File: src/rtl/fifo_tx_drain_if.sv
// Handshake bundle between the FIFO read side / UART TX and the drain FSM.
// master = drain logic, slave = FIFO + transmitter environment.
interface fifo_tx_drain_if #(
  parameter int DW = 8,
  parameter int CW = 8
);
  logic          fifo_empty;
  logic [DW-1:0] fifo_rd_data;
  logic          fifo_rd_inc;
  logic          tx_busy;
  logic [DW-1:0] tx_data;
  logic          tx_data_valid;
  logic [CW-1:0] sent_cnt;
  logic          tx_err;
  logic [1:0]    fsm_state;

  // tx_data_valid is a request held until tx_busy is observed high; the word is
  // accepted on that edge and completed on the first later edge with tx_busy low.
  modport master (
    input  fifo_empty, fifo_rd_data, tx_busy,
    output fifo_rd_inc, tx_data, tx_data_valid, sent_cnt, tx_err, fsm_state
  );

  modport slave (
    output fifo_empty, fifo_rd_data, tx_busy,
    input  fifo_rd_inc, tx_data, tx_data_valid, sent_cnt, tx_err, fsm_state
  );
endinterface

File: src/rtl/fifo_tx_drain.sv
// Pops one FIFO word at a time and hands it to the UART TX via valid/busy.
// Optional handshake timeout enabled by defining DRAIN_TIMEOUT_EN.
module fifo_tx_drain #(
  parameter int DW      = 8,
  parameter int CW      = 8,
  parameter int TMO_CYC = 255
) (
  input  logic            clk,
  input  logic            rst,
  fifo_tx_drain_if.master bus
);

  typedef enum logic [1:0] {
    IDLE = 2'd0,
    SEND = 2'd1,
    WAIT = 2'd2
  } state_t;

  if (TMO_CYC < 1 || TMO_CYC > 65535) begin : g_tmo_range
    $error("fifo_tx_drain: TMO_CYC out of range 1..65535");
  end

  state_t        state;
  logic          rd_inc;
  logic [DW-1:0] data;
  logic          valid;
  logic [CW-1:0] cnt;
  logic          err;

`ifdef DRAIN_TIMEOUT_EN
  localparam logic [15:0] TMO_LAST = 16'(TMO_CYC - 1);
  logic [15:0] tmo_cnt;

  always_ff @(posedge clk or negedge rst) begin
    if (!rst) begin
      state   <= IDLE;
      rd_inc  <= 1'b0;
      data    <= '0;
      valid   <= 1'b0;
      cnt     <= '0;
      err     <= 1'b0;
      tmo_cnt <= '0;
    end else begin
      rd_inc <= 1'b0;
      err    <= 1'b0;
      case (state)
        IDLE: begin
          if (!bus.fifo_empty && !bus.tx_busy) begin
            data    <= bus.fifo_rd_data;
            rd_inc  <= 1'b1;
            valid   <= 1'b1;
            tmo_cnt <= '0;
            state   <= SEND;
          end
        end
        SEND: begin
          if (bus.tx_busy) begin
            valid <= 1'b0;
            state <= WAIT;
          end else if (tmo_cnt == TMO_LAST) begin
            // Counter would reach TMO_CYC on this edge: drop the word.
            valid <= 1'b0;
            err   <= 1'b1;
            state <= IDLE;
          end else begin
            tmo_cnt <= tmo_cnt + 16'd1;
          end
        end
        WAIT: begin
          if (!bus.tx_busy) begin
            cnt   <= cnt + 1'b1;
            state <= IDLE;
          end
        end
        default: state <= IDLE;
      endcase
    end
  end
`else
  always_ff @(posedge clk or negedge rst) begin
    if (!rst) begin
      state  <= IDLE;
      rd_inc <= 1'b0;
      data   <= '0;
      valid  <= 1'b0;
      cnt    <= '0;
    end else begin
      rd_inc <= 1'b0;
      case (state)
        IDLE: begin
          if (!bus.fifo_empty && !bus.tx_busy) begin
            data   <= bus.fifo_rd_data;
            rd_inc <= 1'b1;
            valid  <= 1'b1;
            state  <= SEND;
          end
        end
        SEND: begin
          if (bus.tx_busy) begin
            valid <= 1'b0;
            state <= WAIT;
          end
        end
        WAIT: begin
          // Busy was already seen high, so a low level here is the falling edge.
          if (!bus.tx_busy) begin
            cnt   <= cnt + 1'b1;
            state <= IDLE;
          end
        end
        default: state <= IDLE;
      endcase
    end
  end

  assign err = 1'b0;
`endif

  assign bus.fifo_rd_inc   = rd_inc;
  assign bus.tx_data       = data;
  assign bus.tx_data_valid = valid;
  assign bus.sent_cnt      = cnt;
  assign bus.tx_err        = err;
  assign bus.fsm_state     = state;

endmodule

File: src/flat_wrapper.sv
// flat-port wrapper written by rule: the top's interface ports become plain ports
module fifo_tx_drain_flat 
#(
  parameter int DW      = 8,
  parameter int CW      = 8,
  parameter int TMO_CYC = 255
)
  (clk, rst, bus_fifo_empty, bus_fifo_rd_data, bus_tx_busy, bus_fifo_rd_inc, bus_tx_data, bus_tx_data_valid, bus_sent_cnt, bus_tx_err, bus_fsm_state);
  fifo_tx_drain_if #(.DW(DW), .CW(CW)) bus_i ();
  input  logic clk;
  input  logic rst;
  input wire logic [$bits(bus_i.fifo_empty)-1:0] bus_fifo_empty;
  input wire logic [$bits(bus_i.fifo_rd_data)-1:0] bus_fifo_rd_data;
  input wire logic [$bits(bus_i.tx_busy)-1:0] bus_tx_busy;
  output wire logic [$bits(bus_i.fifo_rd_inc)-1:0] bus_fifo_rd_inc;
  output wire logic [$bits(bus_i.tx_data)-1:0] bus_tx_data;
  output wire logic [$bits(bus_i.tx_data_valid)-1:0] bus_tx_data_valid;
  output wire logic [$bits(bus_i.sent_cnt)-1:0] bus_sent_cnt;
  output wire logic [$bits(bus_i.tx_err)-1:0] bus_tx_err;
  output wire logic [$bits(bus_i.fsm_state)-1:0] bus_fsm_state;
  assign bus_i.fifo_empty = bus_fifo_empty;
  assign bus_i.fifo_rd_data = bus_fifo_rd_data;
  assign bus_i.tx_busy = bus_tx_busy;
  assign bus_fifo_rd_inc = bus_i.fifo_rd_inc;
  assign bus_tx_data = bus_i.tx_data;
  assign bus_tx_data_valid = bus_i.tx_data_valid;
  assign bus_sent_cnt = bus_i.sent_cnt;
  assign bus_tx_err = bus_i.tx_err;
  assign bus_fsm_state = bus_i.fsm_state;
  fifo_tx_drain #(.DW(DW), .CW(CW), .TMO_CYC(TMO_CYC)) u_core (.clk(clk), .rst(rst), .bus(bus_i));
endmodule
File: config.mk
export PLATFORM = sky130hd
export DESIGN_NAME = fifo_tx_drain_flat
export DESIGN_NICKNAME = d
export VERILOG_FILES = /design/src/rtl/fifo_tx_drain_if.sv /design/src/rtl/fifo_tx_drain.sv /design/src/flat_wrapper.sv
export SDC_FILE = /design/constraint.sdc
export NUM_CORES = 1
export LEC_CHECK = 0
export ABC_AREA = 1
export BUFFER_PORTS_ARGS = -buffer_cell sky130_fd_sc_hd__buf_2
export CAP_MARGIN = 20
export CORE_ASPECT_RATIO = 0.75
export CORE_MARGIN = 5
export CORE_UTILIZATION = 35
export DETAILED_ROUTE_END_ITERATION = 7
export PLACE_DENSITY = 0.62
export SLEW_MARGIN = 20
export SYNTH_ARGS = -nofsm -noshare
export SYNTH_HDL_FRONTEND = slang
export SYNTH_SLANG_ARGS = --single-unit
File: constraint.sdc
create_clock -name clk -period 2.25 [get_ports clk]
set_input_delay 0.45 -clock clk [delete_from_list [all_inputs] [get_ports clk]]
set_output_delay 0.45 -clock clk [all_outputs]
set_load 0.1 [all_outputs]
======== Word-level counts from Yosys, hierarchy flattened ========
Index checks and enable logic that the tools add are counted.
W data, S select, Z words.
operators by class
  add/sub/neg operators ................... 1
  $mul .................................... 0
  div/mod/pow operators ................... 0
  magnitude comparators ................... 0
  equality and inequality tests ........... 5
  shift operators ......................... 0
  multiplexer cells ....................... 9
  bitwise operators ....................... 1
  reductions and logical operators ........ 9
operators by type and width
  cell                   count
  $add A8 B1 Y8 const B  1
  $mux W2                3
  $pmux W2 S3            1
  $reduce_and A3 Y1      2
  $mux W1                4
  $ne A2 B2 Y1 const B   2
  $reduce_and A2 Y1      2
  $eq A2 B1 Y1 const B   1
  $eq A2 B2 Y1 const B   1
  $logic_not A1 Y1       2
  $logic_not A2 Y1       1
  $ne A2 B1 Y1 const B   1
  $pmux W1 S2            1
  $reduce_bool A2 Y1     1
  $logic_and A1 B1 Y1    1
  $not A1 Y1             1
word-level totals
  bits in registers ....................... 20
  bits in latches ......................... 0
  memory bits (writable) .................. 0
  bits in read-only memories .............. 0
  input port bits ......................... 12
  output and inout bits ................... 21
  word-level logic and storage cells ...... 30
  memories ................................ 0

======== Longest topological paths before layout ========
  depth in word-level cells ............... 4
  depth in mapped cells ................... 7
  gate-level depth less buffers ........... 7

======== Least setup slack after synthesis ========
Ideal clock, no wire load.
  path type ............................... register -> register
  from .................................... register u_core.cnt[1] (netlist: u_core.bus.sent_cnt[1])
  to ...................................... register u_core.cnt[6] (netlist: u_core.bus.sent_cnt[6])
  setup time .............................. 0.114 ns
  data arrival time ....................... 1.737 ns
  data required time ...................... 2.136 ns
  setup slack ............................. 0.399 ns
  stages on the path, launching flop included .. 7
  buffers on the path ..................... 0
  period minus slack after synthesis ...... 1.851 ns
  cells stage by stage .................... dfrtp_1 ha_1 nand3_1 nor2_2 nand3_1 nand2_1 inv_1
between the ends
  word-level cells in the longest chain between the ends .. 1
RTL lines
  item                      line                  RTL
  start: declaration        fifo_tx_drain.sv:27   logic [CW-1:0] cnt;
  start signal: assignment  fifo_tx_drain.sv:107  cnt <= cnt + 1'b1;
  $add A8 B1 Y8             fifo_tx_drain.sv:107
No other way between the ends.
A chain may end at the register's enable or synchronous reset.

======== Worst setup path after layout ========
  from .................................... register u_core.cnt[2] (netlist: u_core.bus.sent_cnt[2])
  to ...................................... output port bus_sent_cnt[2]
RTL lines
  item              line                RTL
  end: declaration  flat_wrapper.sv:18  output wire logic [$bits(bus_i.sent_cnt)-1:0] bus_sent_cnt;
No word-level cell between the ends.

==> impl_metrics.env <==
export IMPL_outcome="finished clean"
export IMPL_yosysTopAreaCell="dfrtp_1"
export IMPL_fp_dieH_microns=53.8
export IMPL_drt_iter0_drc=73
export IMPL_cts_resized=0
export IMPL_yosysSeqAreaShare=0.558
export IMPL_synthDistinctLibCells=19
export IMPL_ys_warn_count=0
export IMPL_cp_arrival_ps=1240
export IMPL_grt_total_usage=0.117
export IMPL_critical_path_class="reg2out"
export IMPL_fin_util=0.479
export IMPL_final_setup_tns_ps=0
export IMPL_stdcell_count=169
export IMPL_antenna_found_initial=0
export IMPL_fp_row_count=15
export IMPL_busiest_layer="met2"
export IMPL_numPlacedInstances=165
export IMPL_avgSynthCellArea_sq_um=8.80
export IMPL_grt_pass1_wl_mm=3.14
export IMPL_place_gp_congestion=0.782
export IMPL_swShare=0.574
export IMPL_cts_root_buf="clkbuf_4"
export IMPL_clk_path_buf_depth=2
export IMPL_clk_latency_ps=300
export IMPL_diodes=0
export IMPL_grt_ovfl_total=0
export IMPL_hold_ws_ps=70.5
export IMPL_cts_made_buffers=3
export IMPL_coreArea_sq_um=2360
export IMPL_cp_start_kind="flip-flop"
export IMPL_hold_viol_final=0
export IMPL_syn_nets=115
export IMPL_cts_tree="built"
export IMPL_post_drt_wl_per_cell_microns=10.7
export IMPL_power_switching_mw=1.03
export IMPL_die_x_microns=68.5
export IMPL_io_buffers=31
export IMPL_p_comb_frac=0.534
export IMPL_grt_pass1_vias=690
export IMPL_fin_crit_sh=0.752
export IMPL_drcViolationCount=0
export IMPL_slowest_delay_ps=470
export IMPL_clock_fmax_ghz=0.591
export IMPL_clkTransAtPathRegs_ps=120
export IMPL_maxCapViolations=0
export IMPL_p_int_mw=0.760
export IMPL_setup_violations=0
export IMPL_clkPwrFrac=0.165
export IMPL_rsz0062_at_grt="false"
export IMPL_use_met1=0.152
export IMPL_drt_wl_total_mm=1.81
export IMPL_synthCells=102
export IMPL_worstPathRequired_ps=1800
export IMPL_drv_slew=0
export IMPL_routed_via_count=706
export IMPL_post_place_ws_ps=855
export IMPL_clock_skew_ps=6.03
export IMPL_total_power_mw=1.79
export IMPL_grtUsageMet2=0.179
export IMPL_htreeDepth=1
export IMPL_dp_hpwl_mm=1.39
export IMPL_initial_core_util=0.379
export IMPL_cp_max_fo=6
export IMPL_worstHoldPathType="in2async"
export IMPL_dr_pass1_iters=4
export IMPL_crit_slowest_cell="dfrtp_1"
export IMPL_powerDensity_nw_per_um2=1580
export IMPL_drive_above_1_share=0.319
export IMPL_place_area_sq_um=1080
export IMPL_synth_top_cell_area_share=0.558
export IMPL_area_delta_synth_final_pct=26.2
export IMPL_p_seq_frac=0.301
export IMPL_power_leakage_nw=0.649
export IMPL_crit_family="flip-flops"
export IMPL_critical_path_buf_inv_count=1
export IMPL_period_needed_ps=1690
export IMPL_die_area_sq_um=3690
export IMPL_vias_per_cell=4.18
export IMPL_vdd_drop_max_mv=0.561
export IMPL_synth_area_sq_um=897
export IMPL_fin_nets=149
export IMPL_yosys_top_cells_area="dfrtp_1, nand2_1, inv_1"
export IMPL_crit_chain="buf_2"
export IMPL_critPathCaptureType="output pin"
export IMPL_cts_sinks=20
export IMPL_grt_start_max_net_pins=21
export IMPL_io_pins=33
export IMPL_hold_buffers=0
export IMPL_finalWorstSetupSlack_ps=558
export IMPL_fin_area_sq_um=1130
export IMPL_yosys_register_bits=20
export IMPL_route_antenna_remaining_nets=0
export IMPL_post_cts_setup_buffers=0
export IMPL_use_met3=0.0522
[layer usage]
layer  vias to the layer above  wire length [microns]
met5                         -                      0
met4                         0                      0
li1                        373                      -
met3                         0                    150
met1                       308                    883
met2                        25                    777
[cells by family (layout without fill, tap and decap cells)]
group                      Yosys count  count (layout)  synth area share
xor gates and xnor gates             4               4            0.0390
DFF                                 20              20             0.558
buffers and inverters               13              46            0.0628
other                                1               1           0.00418
and+or+nand+nor                     60              60             0.305
AOI/OAI and AO/OA                    3               3            0.0167
adders and majority gates            1               1            0.0139
[synth_stat cells]
cell type	n
dfrtp_1	20
conb_1	1
inv_2	1
nand3b_1	1
xor2_1	4
a21oi_1	1
nand2_4	1
ha_1	1
o21ai_0	1
nand3_1	5
nor2_2	3
or2_1	1
nand2_1	42
buf_4	2
nand3_2	1
o21ai_1	1
nor2_1	4
nor2_4	2
inv_1	10
[state kept, by name, summed over array words and instances, names as in the netlist]
signal / flops
u_core.bus.sent_cnt: 8
u_core.bus.tx_data: 8
u_core.bus.fsm_state: 2
u_core.bus.fifo_rd_inc: 1
u_core.bus.tx_data_valid: 1
[cell usage in the layout, fill, tap and decap left out]
| cell | count |
|---|---|
| nand3_1 | 5 |
| nor2_1 | 4 |
| nand3_2 | 1 |
| bufinv_16 | 1 |
| nand3b_1 | 1 |
| xor2_1 | 4 |
| a21oi_1 | 1 |
| ha_1 | 1 |
| dfrtp_1 | 20 |
| nor2_2 | 3 |
| clkbuf_4 | 3 |
| or2_1 | 1 |
| nand2_4 | 1 |
| o21ai_0 | 1 |
| inv_1 | 10 |
| buf_2 | 31 |
| conb_1 | 1 |
| nor2_4 | 2 |
| inv_2 | 1 |
| nand2_1 | 42 |
| o21ai_1 | 1 |
[layout make-up]
type,count,area (sq um)
multi-input cells,69,340
inverters,11,41.3
flip-flops and latches,20,500
clock buffers,3,22.5
fillers,251,1230
well taps,34,42.5
clock inverters,1,30.0
repair buffers,31,155
[final timing paths]
path	depth (start not counted)	end	slack, ps	start
max in group asynchronous	1	u_core.bus.sent_cnt[1]	1870	rst
max	1	bus_sent_cnt[2]	560	u_core.bus.sent_cnt[2]
min in group clk	3	u_core.bus.tx_data[6]	330	bus_fifo_rd_data[6]
max reg2reg	5	u_core.bus.tx_data[1]	1020	u_core.bus.fsm_state[0]
min	1	u_core.bus.tx_data[7]	70	rst
min reg2reg	2	u_core.bus.tx_data_valid	490	u_core.bus.tx_data_valid
[worst register-to-register path: stages (launching register included)]
cell and delay [ps]:
dfrtp_1 430, nor2_4 150, nand2_1 240, inv_2 220, nand2_1 80, nand2_1 60
[power by group through the flow]
stage	registers, mW	logic, mW	clock network [mW]
global placement	0.536	0.957	0
finish	0.538	0.953	0.294
detailed placement	0.542	0.963	0
floorplan	1.21	0.142	0
global route	0.559	1.00	0.320
CTS	0.538	0.963	0.306
(Power assumes the default switching activity.)
